`config.mk`:
```
export PLATFORM = sky130hd
export DESIGN_NAME = debug_run_controller
export DESIGN_NICKNAME = d
export VERILOG_FILES = /design/src/rtl/debug_run_controller_pkg.sv /design/src/rtl/debug_run_controller_breakpoint_unit.sv /design/src/rtl/debug_run_controller.sv
export SDC_FILE = /design/constraint.sdc
export NUM_CORES = 1
export LEC_CHECK = 0
export BUFFER_PORTS_ARGS = -buffer_cell sky130_fd_sc_hd__buf_2
export CAP_MARGIN = 15
export CORE_MARGIN = 2
export CORE_UTILIZATION = 50
export DETAILED_ROUTE_END_ITERATION = 10
export PLACE_DENSITY = 0.75
export SLEW_MARGIN = 25
export SYNTH_ARGS = -nofsm -noshare
export SYNTH_HDL_FRONTEND = slang
export SYNTH_SLANG_ARGS = --single-unit
```
`constraint.sdc`:
```
create_clock -name i_Clock -period 6.18 [get_ports i_Clock]
set_clock_uncertainty 0.2 [all_clocks]
set_input_delay 0.927 -clock i_Clock [delete_from_list [all_inputs] [get_ports i_Clock]]
set_output_delay 0.927 -clock i_Clock [all_outputs]
set_load 0.01 [all_outputs]
```
`src/rtl/debug_run_controller_pkg.sv`:
```
// Shared state encodings and halt cause codes for the debug run controller.
package debug_run_controller_pkg;

  typedef enum logic [1:0] {
    s_RUN      = 2'd0,
    s_HALTING  = 2'd1,
    s_HALTED   = 2'd2,
    s_STEPPING = 2'd3
  } state_e;

  typedef enum logic [1:0] {
    CAUSE_NONE       = 2'd0,
    CAUSE_HOST       = 2'd1,
    CAUSE_BREAKPOINT = 2'd2,
    CAUSE_STEP       = 2'd3
  } cause_e;

  // The core is held in HALTING (draining) and HALTED; it runs otherwise.
  function automatic logic is_stalled(input state_e s);
    return (s == s_HALTING) || (s == s_HALTED);
  endfunction

endpackage

```
`src/rtl/debug_run_controller_breakpoint_unit.sv`:
```
// PC breakpoint slots with parallel compare and lowest-index priority encode.
module breakpoint_unit #(
  parameter int NUM_BREAKPOINTS = 4
) (
  input  logic        i_Clock,
  input  logic        i_Reset,
  input  logic        i_Bp_Write,
  input  logic [2:0]  i_Bp_Index,
  input  logic [31:0] i_Bp_Addr,
  input  logic        i_Bp_Enable,
  input  logic [31:0] i_PC,
  output logic        o_Match,
  output logic [2:0]  o_Index
);

  logic [NUM_BREAKPOINTS-1:0] hit;

  // Slot indices with no generated slot never match, so out-of-range writes drop out.
  for (genvar gi = 0; gi < NUM_BREAKPOINTS; gi++) begin : g_slot
    logic [31:0] addr_reg;
    logic        enable_reg;

    always_ff @(posedge i_Clock or posedge i_Reset) begin
      if (i_Reset) begin
        addr_reg   <= '0;
        enable_reg <= 1'b0;
      end else if (i_Bp_Write && (i_Bp_Index == 3'(gi))) begin
        addr_reg   <= i_Bp_Addr;
        enable_reg <= i_Bp_Enable;
      end
    end

    assign hit[gi] = enable_reg && (addr_reg == i_PC);
  end

  always_comb begin
    o_Match = |hit;
    o_Index = 3'd0;
    for (int i = NUM_BREAKPOINTS - 1; i >= 0; i--) begin
      if (hit[i]) o_Index = 3'(i);
    end
  end

endmodule

```
`src/rtl/debug_run_controller.sv`:
```
// Debug run control: halt/resume, N-instruction stepping and PC breakpoints,
// with a pipeline-drain handshake before debug access is granted.
module debug_run_controller
  import debug_run_controller_pkg::*;
#(
  parameter int NUM_BREAKPOINTS = 4,
  parameter int STEP_WIDTH      = 16,
  parameter int HALT_ON_RESET   = 0
) (
  input  logic                  i_Clock,
  input  logic                  i_Reset,
  input  logic                  i_Halt_Req,
  input  logic                  i_Resume_Req,
  input  logic                  i_Step_Req,
  input  logic [STEP_WIDTH-1:0] i_Step_Count,
  input  logic                  i_Bp_Write,
  input  logic [2:0]            i_Bp_Index,
  input  logic [31:0]           i_Bp_Addr,
  input  logic                  i_Bp_Enable,
  input  logic [31:0]           i_PC,
  input  logic                  i_Instr_Retire,
  input  logic                  i_Pipeline_Flushed,
  output logic                  o_Stall_Cpu,
  output logic                  o_Halted,
  output logic                  o_Halt_Event,
  output logic [1:0]            o_Halt_Cause,
  output logic [2:0]            o_Bp_Hit_Index
);

  localparam state_e RESET_STATE = (HALT_ON_RESET != 0) ? s_HALTING : s_RUN;
  localparam cause_e RESET_CAUSE = (HALT_ON_RESET != 0) ? CAUSE_HOST : CAUSE_NONE;

  state_e                state_reg, state_next;
  cause_e                cause_reg, cause_next;
  logic [2:0]            hit_index_reg, hit_index_next;
  logic [STEP_WIDTH-1:0] step_reg, step_next;
  logic                  suppress_reg, suppress_next;
  logic                  event_reg, event_next;
  logic                  stall_reg;
  logic                  bp_match;
  logic [2:0]            bp_index;
  logic                  bp_hit;

  breakpoint_unit #(
    .NUM_BREAKPOINTS(NUM_BREAKPOINTS)
  ) u_breakpoint_unit (
    .i_Clock    (i_Clock),
    .i_Reset    (i_Reset),
    .i_Bp_Write (i_Bp_Write),
    .i_Bp_Index (i_Bp_Index),
    .i_Bp_Addr  (i_Bp_Addr),
    .i_Bp_Enable(i_Bp_Enable),
    .i_PC       (i_PC),
    .o_Match    (bp_match),
    .o_Index    (bp_index)
  );

  // Suppression keeps us from re-halting on the breakpoint we just resumed from.
  assign bp_hit = bp_match && !suppress_reg;

  always_comb begin
    state_next     = state_reg;
    cause_next     = cause_reg;
    hit_index_next = hit_index_reg;
    step_next      = step_reg;
    suppress_next  = suppress_reg;
    event_next     = 1'b0;

    case (state_reg)
      s_RUN: begin
        if (i_Instr_Retire) suppress_next = 1'b0;
        if (i_Halt_Req) begin
          state_next = s_HALTING;
          cause_next = CAUSE_HOST;
        end else if (bp_hit) begin
          state_next     = s_HALTING;
          cause_next     = CAUSE_BREAKPOINT;
          hit_index_next = bp_index;
        end
      end

      s_STEPPING: begin
        if (i_Instr_Retire) begin
          suppress_next = 1'b0;
          if (step_reg != '0) step_next = step_reg - STEP_WIDTH'(1);
        end
        if (i_Halt_Req) begin
          state_next = s_HALTING;
          cause_next = CAUSE_HOST;
        end else if (bp_hit) begin
          state_next     = s_HALTING;
          cause_next     = CAUSE_BREAKPOINT;
          hit_index_next = bp_index;
        end else if (i_Instr_Retire && (step_reg == STEP_WIDTH'(1))) begin
          state_next = s_HALTING;
          cause_next = CAUSE_STEP;
        end
      end

      // Retirements seen here are the pipeline draining and are not counted.
      s_HALTING: begin
        if (i_Pipeline_Flushed) begin
          state_next = s_HALTED;
          event_next = 1'b1;
        end
      end

      s_HALTED: begin
        if (i_Step_Req) begin
          state_next    = s_STEPPING;
          step_next     = (i_Step_Count == '0) ? STEP_WIDTH'(1) : i_Step_Count;
          suppress_next = 1'b1;
        end else if (i_Resume_Req) begin
          state_next    = s_RUN;
          suppress_next = 1'b1;
        end
      end

      default: state_next = s_RUN;
    endcase
  end

  always_ff @(posedge i_Clock or posedge i_Reset) begin
    if (i_Reset) begin
      state_reg     <= RESET_STATE;
      cause_reg     <= RESET_CAUSE;
      hit_index_reg <= 3'd0;
      step_reg      <= '0;
      suppress_reg  <= 1'b0;
      event_reg     <= 1'b0;
      stall_reg     <= (HALT_ON_RESET != 0);
    end else begin
      state_reg     <= state_next;
      cause_reg     <= cause_next;
      hit_index_reg <= hit_index_next;
      step_reg      <= step_next;
      suppress_reg  <= suppress_next;
      event_reg     <= event_next;
      stall_reg     <= is_stalled(state_next);
    end
  end

  assign o_Stall_Cpu    = stall_reg;
  assign o_Halted       = (state_reg == s_HALTED);
  assign o_Halt_Event   = event_reg;
  assign o_Halt_Cause   = cause_reg;
  assign o_Bp_Hit_Index = hit_index_reg;

endmodule

```
Word level (Yosys, flattened, before mapping) --
Cells that the tools add are included. Widths: inputs -> output; s select.
Word-level totals: flip-flop bits (word level) 158, input port bits 92, output and inout port bits 8, word-level logic and storage cells 92
Cells by class: $add $sub $neg 1, equal/unequal tests 20, multiplexer cells 30, bitwise logic cells 1, reductions and logical operators 25
Operators with widths (count):
- $eq 32x32->1 | 4
- $mux 16 | 4
- $mux 2 | 17
- $pmux 16 s2 | 1
- $eq 16x1->1 const B | 1
- $logic_not 16->1 | 1
- $reduce_bool 16->1 | 1
- $sub 16x1->16 const B | 1
- $logic_and 1x1->1 | 10
- $reduce_and 3->1 | 3
- $pmux 2 s4 | 1
- $eq 2x2->1 const B | 3
- $eq 3x2->1 const B | 2
- $ne 2x2->1 const B | 3
- $ne 3x3->1 const B | 2
- $reduce_bool 2->1 | 3
- $mux 1 | 5
- $eq 2x1->1 const B | 2
- $ne 4x4->1 const B | 1
- $pmux 2 s2 | 1
- $reduce_and 4->1 | 1
- $reduce_or 4->1 | 1
- $eq 3x1->1 const B | 1
- $logic_not 3->1 | 1
- 7 further kinds | 7

Longest topological paths before layout --
depth in word-level cells 9, gate-level depth with buffers 9, gate-level depth less buffers 8

Hierarchy --
A second synthesis with hierarchy kept.
Second synthesis, totals: cells, all modules 668, area total of the unflattened synthesis 8090.3 µm²
Modules (own cells, without submodules):
- breakpoint_unit | instances 1, cells an instance 469, area each 6382.4 µm², sequential area each 3303.2 µm²
- debug_run_controller | instances 1, cells an instance 199, area each 1707.9 µm², sequential area each 650.6 µm²

Least setup slack after synthesis --
OpenSTA, ideal clock, no wires.
path type input port to flip-flop, from input port i_PC[26], to register cause_reg[0], in the netlist o_Halt_Cause[0], library setup time 0.124 ns, arrival time 2.601 ns, data required time 5.856 ns, path slack 3.255 ns, cell stages on the path 7, path through xor2_1 > nor4_1 > nand4_1 > or4_4 > a41oi_4 > o21ai_2 > a211o_1
On the way: cells in the longest elaborated chain, start to end 7
Ends and longest elaborated chain:
- from (decl) | line debug_run_controller.sv:20 | input logic [31:0] i_PC,
- $eq 32x32->1 | line debug_run_controller_breakpoint_unit.sv:33 | assign hit[gi] = enable_reg && (addr_reg == i_PC);
- $logic_and 1x1->1 | line debug_run_controller_breakpoint_unit.sv:33
- $reduce_or 4->1 (*) | line debug_run_controller_breakpoint_unit.sv:37 | o_Match = |hit;
- $logic_and 1x1->1 (*) | line debug_run_controller.sv:59 | assign bp_hit = bp_match && !suppress_reg;
- $mux 2 | line debug_run_controller.sv:90 | end else if (bp_hit) begin
- $mux 2 | line debug_run_controller.sv:87 | if (i_Halt_Req) begin
- $pmux 2 s2 | line debug_run_controller.sv:69 | case (state_reg)
- to (signal assigned) | line debug_run_controller.sv:134 | cause_reg <= cause_next;
- to (decl) | line debug_run_controller.sv:34 | cause_e cause_reg, cause_next;
Every way passes the cells marked *; elsewhere a longest branch is shown, timed or not. A chain may end at the register's enable or synchronous reset.

Worst setup path in the final report --
from input port i_PC[19], to register cause_reg[0], in the netlist o_Halt_Cause[0]
The elaborated chain is that of the path after synthesis.

==> flow_summary_export.csv <==
group,metric,value,unit
run_status,status,"complete, no violations",
timing,max_freq,333,MHz
timing,slew_headroom,36.7,%
worst_setup_path,r2r.worst_path.cells,7,
place,dp_hpwl,14200,um
worst_setup_path,reg2reg_slack,3.42,ns
global_route,grt_overflow,0,
synth,synthCells,653,
floorplan,ioPinCount,100,
cts,cts.reportedPaths.clkPinSlew,0.06,ns
timing,finalCritPeriodShare,48.6,%
synth,synth_xor_area_share,14.3,%
final_layout,nets,853,
timing,setup_viol,0,
pwr,ir_drop,0.000231,V
synth,ys_warn_count,0,
worst_setup_path,start_kind,"primary input",
synth,synth_edf_count,0,
cts,clockRootBuffer,"clkbuf_16",
cts,cts_tree,"done",
routing,drt_iter0_drc,330,
place,gp_congestion,0.923,
timing,drv_slew,0,
pwr,leakage,0.00409,uW
floorplan,dieHeight,130,um
hold_path,whs_path_depth,1,
routing,wl_per_cell,20.0,um
floorplan,fp.dieW,130,um
synth,synth.largest_area_cell,"dfrtp_1",
final_layout,drive_above_1_share,36.4,%
timing,fin_crit,3.00,ns
routing,drc,0,
hold_path,min_from,"u_breakpoint_unit.g_slot[2].enable_reg",
global_route,grt_pass1_vias,5732,
final_layout,fin_cells,982,
cts,clk_latency,0.44,ns
synth,synth_compound_area_share,6.36,%
routing,wl,19700,um
final_layout,insertedDiodeCount,0,
job,maxCapViolCount,0,
cts,post_cts_buffers,0,
floorplan,initial_core_util,50.5,%
synth,synth.cell_area,0.00793,sq mm
synth,synth.distinct_cells,47,
routing,first_pass_iters,5,
worst_setup_path,worstSetupPathType,"in2reg",
global_route,antenna_found_initial,1,
final_layout,num-fill-cells,1273,
hold_path,whs_endpoint,"u_breakpoint_unit.g_slot[2].enable_reg",
synth,async_flop_share,100,%
global_route,grt_pass1_wl,30100,um
cts,ctsHtreeMaxLevel,4,
routing,vias,5552,
cts,cts_buffers,17,
cts,ctsHoldBuffers,0,
final_layout,multiInputGateArea,0.00391,sq mm
final_layout,syn2layout_area_growth,17.4,%
synth,syn_avg_cell_area,12.1,sq um
routing,viasPerCell,5.65,
pwr,p_per_area,378,mW/mm^2
place,dp_cells,950,
final_layout,largest_reg_flops,128,
final_layout,seq_area,0.00393,sq mm
synth,synthesis.nets,753,
synth,yosysTopAreaCellShare,49.5,%
timing,hold_viol_final,0,
worst_setup_path,arrival,3.12,ns
synth,synth_seq_cells,157,
synth,yosysSeqAreaShare,49.5,%
synth,yosys.area_share.simple,8.00,%
timing,tightestPinTransition,0.937,ns
timing,tns,0,ns
worst_setup_path,worstSetupEndpointType,"flop",
worst_setup_path,critical_path_required,6.30,ns
synth,synthAdderAreaFrac,1.26,%
timing,rsz0062_at_grt,"no",
synth,synth_top_family_by_area,"multiplexers",
hold_path,hold_class,"reg2reg",
floorplan,rows,46,
synth,synth_flop_cell,"dfrtp_1",
worst_setup_path,r2r_end,"o_Halt_Cause[0]",
worst_setup_path,crit_fanout,5,
cts,cts.sinks,157,
worst_setup_path,rr_startpoint,"u_breakpoint_unit.g_slot[1].addr_reg[29]",
cts,clock_tree.buffer_depth,2,
floorplan,core-area,0.0157,sq mm
global_route,grt_util_all_layers,24.0,%
cts,ctsResizeCount,0,
synth,synth_mux_area_share,18.9,%
synth,synth_area_leaders,"dfrtp_1, mux2_2, xor2_1",
global_route,grt_max_degree,110,
place,io_buffers,98,
floorplan,die-area,0.0169,sq mm
routing,final_antenna_net_count,0,
layer usage:
metal	GRT usage, %	vias up	part of all wire, %
met5	0	-	0
met4	9.80	0	2.6
met3	5.04	31	4.8
met2	38.6	145	48
met1	32.1	2833	45
li1	-	2543	-
kinds of logic after synthesis:
| kind of cell | after synthesis |
|---|---|
| AOI/OAI and AO/OA | 81 |
| adders and majority gates | 8 |
| and+or+nand+nor | 111 |
| DFF | 157 |
| other | 1 |
| muxes | 133 |
| xor gates and xnor gates | 129 |
| buffers and inverters | 33 |
critical path, stage by stage:
cell	delay, ns
buf_2	0.14
xor2_1	0.16
nor4_1	0.48
nand4_1	0.16
or4_4	0.60
a41oi_4	0.28
o21ai_2	0.08
a211o_1	0.30
where the power goes:
part           switching [uW]  internal [uW]  total, uW
combinational             514            429        943
clock                     433            661       1090
sequential                201           1290       1490
synthesized netlist by cell type (2+ instances only):
cell type and number:
nor4_2 2, nand3_1 6, clkbuf_1 21, or4_4 2, a21oi_1 19, nand2_1 10
nor2_1 22, dfrtp_1 157, o21a_1 2, o22ai_1 2, a21o_1 2, a31oi_1 2
xor2_1 115, a22oi_1 10, nor4_1 33, nand4_1 8, nor4bb_1 2, and2_1 3
or4_1 3, o21ai_0 32, nor3_1 14, inv_1 10, xnor2_1 13, ha_1 8
mux2_2 132, o21bai_1 2
per-stage QoR:
stage | setup WS (ns) | power, uW | area [sq um] | hold slack, ns | util (%)
2_1_floorplan | 0.818 | 2130 | 7930 | 0.262 | -
3_3_place_gp | 2.81 | 2370 | 8690 | 0.286 | 55.3
3_5_place_dp | 2.78 | 2430 | 8690 | 0.296 | 55.3
4_1_cts | 3.24 | 3520 | 9310 | 0.311 | 59.2
5_1_grt | 3.17 | 3710 | 9310 | 0.329 | 59.3
6_report | 3.18 | 3520 | 9310 | 0.313 | 59.3
worst max path at each step:
stage	from	to	slack [ns]	cells after the start
after global routing	i_PC[7]	o_Halt_Cause[0]	3.17	8
after CTS	i_PC[19]	o_Halt_Cause[0]	3.24	8
final	i_PC[19]	o_Halt_Cause[0]	3.18	8
after floorplan	i_Reset	o_Bp_Hit_Index[0]	0.82	1
after global placement	i_PC[7]	o_Halt_Cause[0]	2.81	8
after detailed placement	i_PC[19]	o_Halt_Cause[0]	2.78	8
cell usage in the layout, fill, tap and decap left out, drive strengths merged, types with 2 or more instances in the layout:
| master | synthesis | final |
|---|---|---|
| dfrtp | 157 | 157 |
| mux2 | 132 | 132 |
| xor2 | 116 | 116 |
| buf | 2 | 104 |
| nor4 | 35 | 35 |
| o21ai | 33 | 33 |
| nor2 | 22 | 22 |
| clkbuf | 21 | 20 |
| a21oi | 19 | 19 |
| nor3 | 14 | 14 |
| xnor2 | 13 | 13 |
| inv | 10 | 13 |
| nand2 | 10 | 10 |
| a22oi | 10 | 10 |
| nand4 | 8 | 8 |
| ha | 8 | 8 |
| nand3 | 6 | 6 |
| or4 | 5 | 5 |
| and2 | 3 | 3 |
| clkinvlp | 0 | 3 |
| bufinv | 0 | 3 |
| clkinv | 0 | 3 |
| a21o | 2 | 2 |
| o21a | 2 | 2 |
| nor4bb | 2 | 2 |
| a31oi | 2 | 2 |
| o22ai | 2 | 2 |
| o21bai | 2 | 2 |
| a41oi | 2 | 2 |
| or3 | 2 | 2 |
layout make-up:
class / count / area share [%]
clock buffer: 20 / 4.91
clock inverter: 12 / 1.72
inverter: 10 / 0.484
multi-input combinational: 463 / 42.0
sequential: 157 / 42.2
tap: 216 / 2.90
timing repair buffer: 104 / 5.75
(Power assumes the default switching activity.)
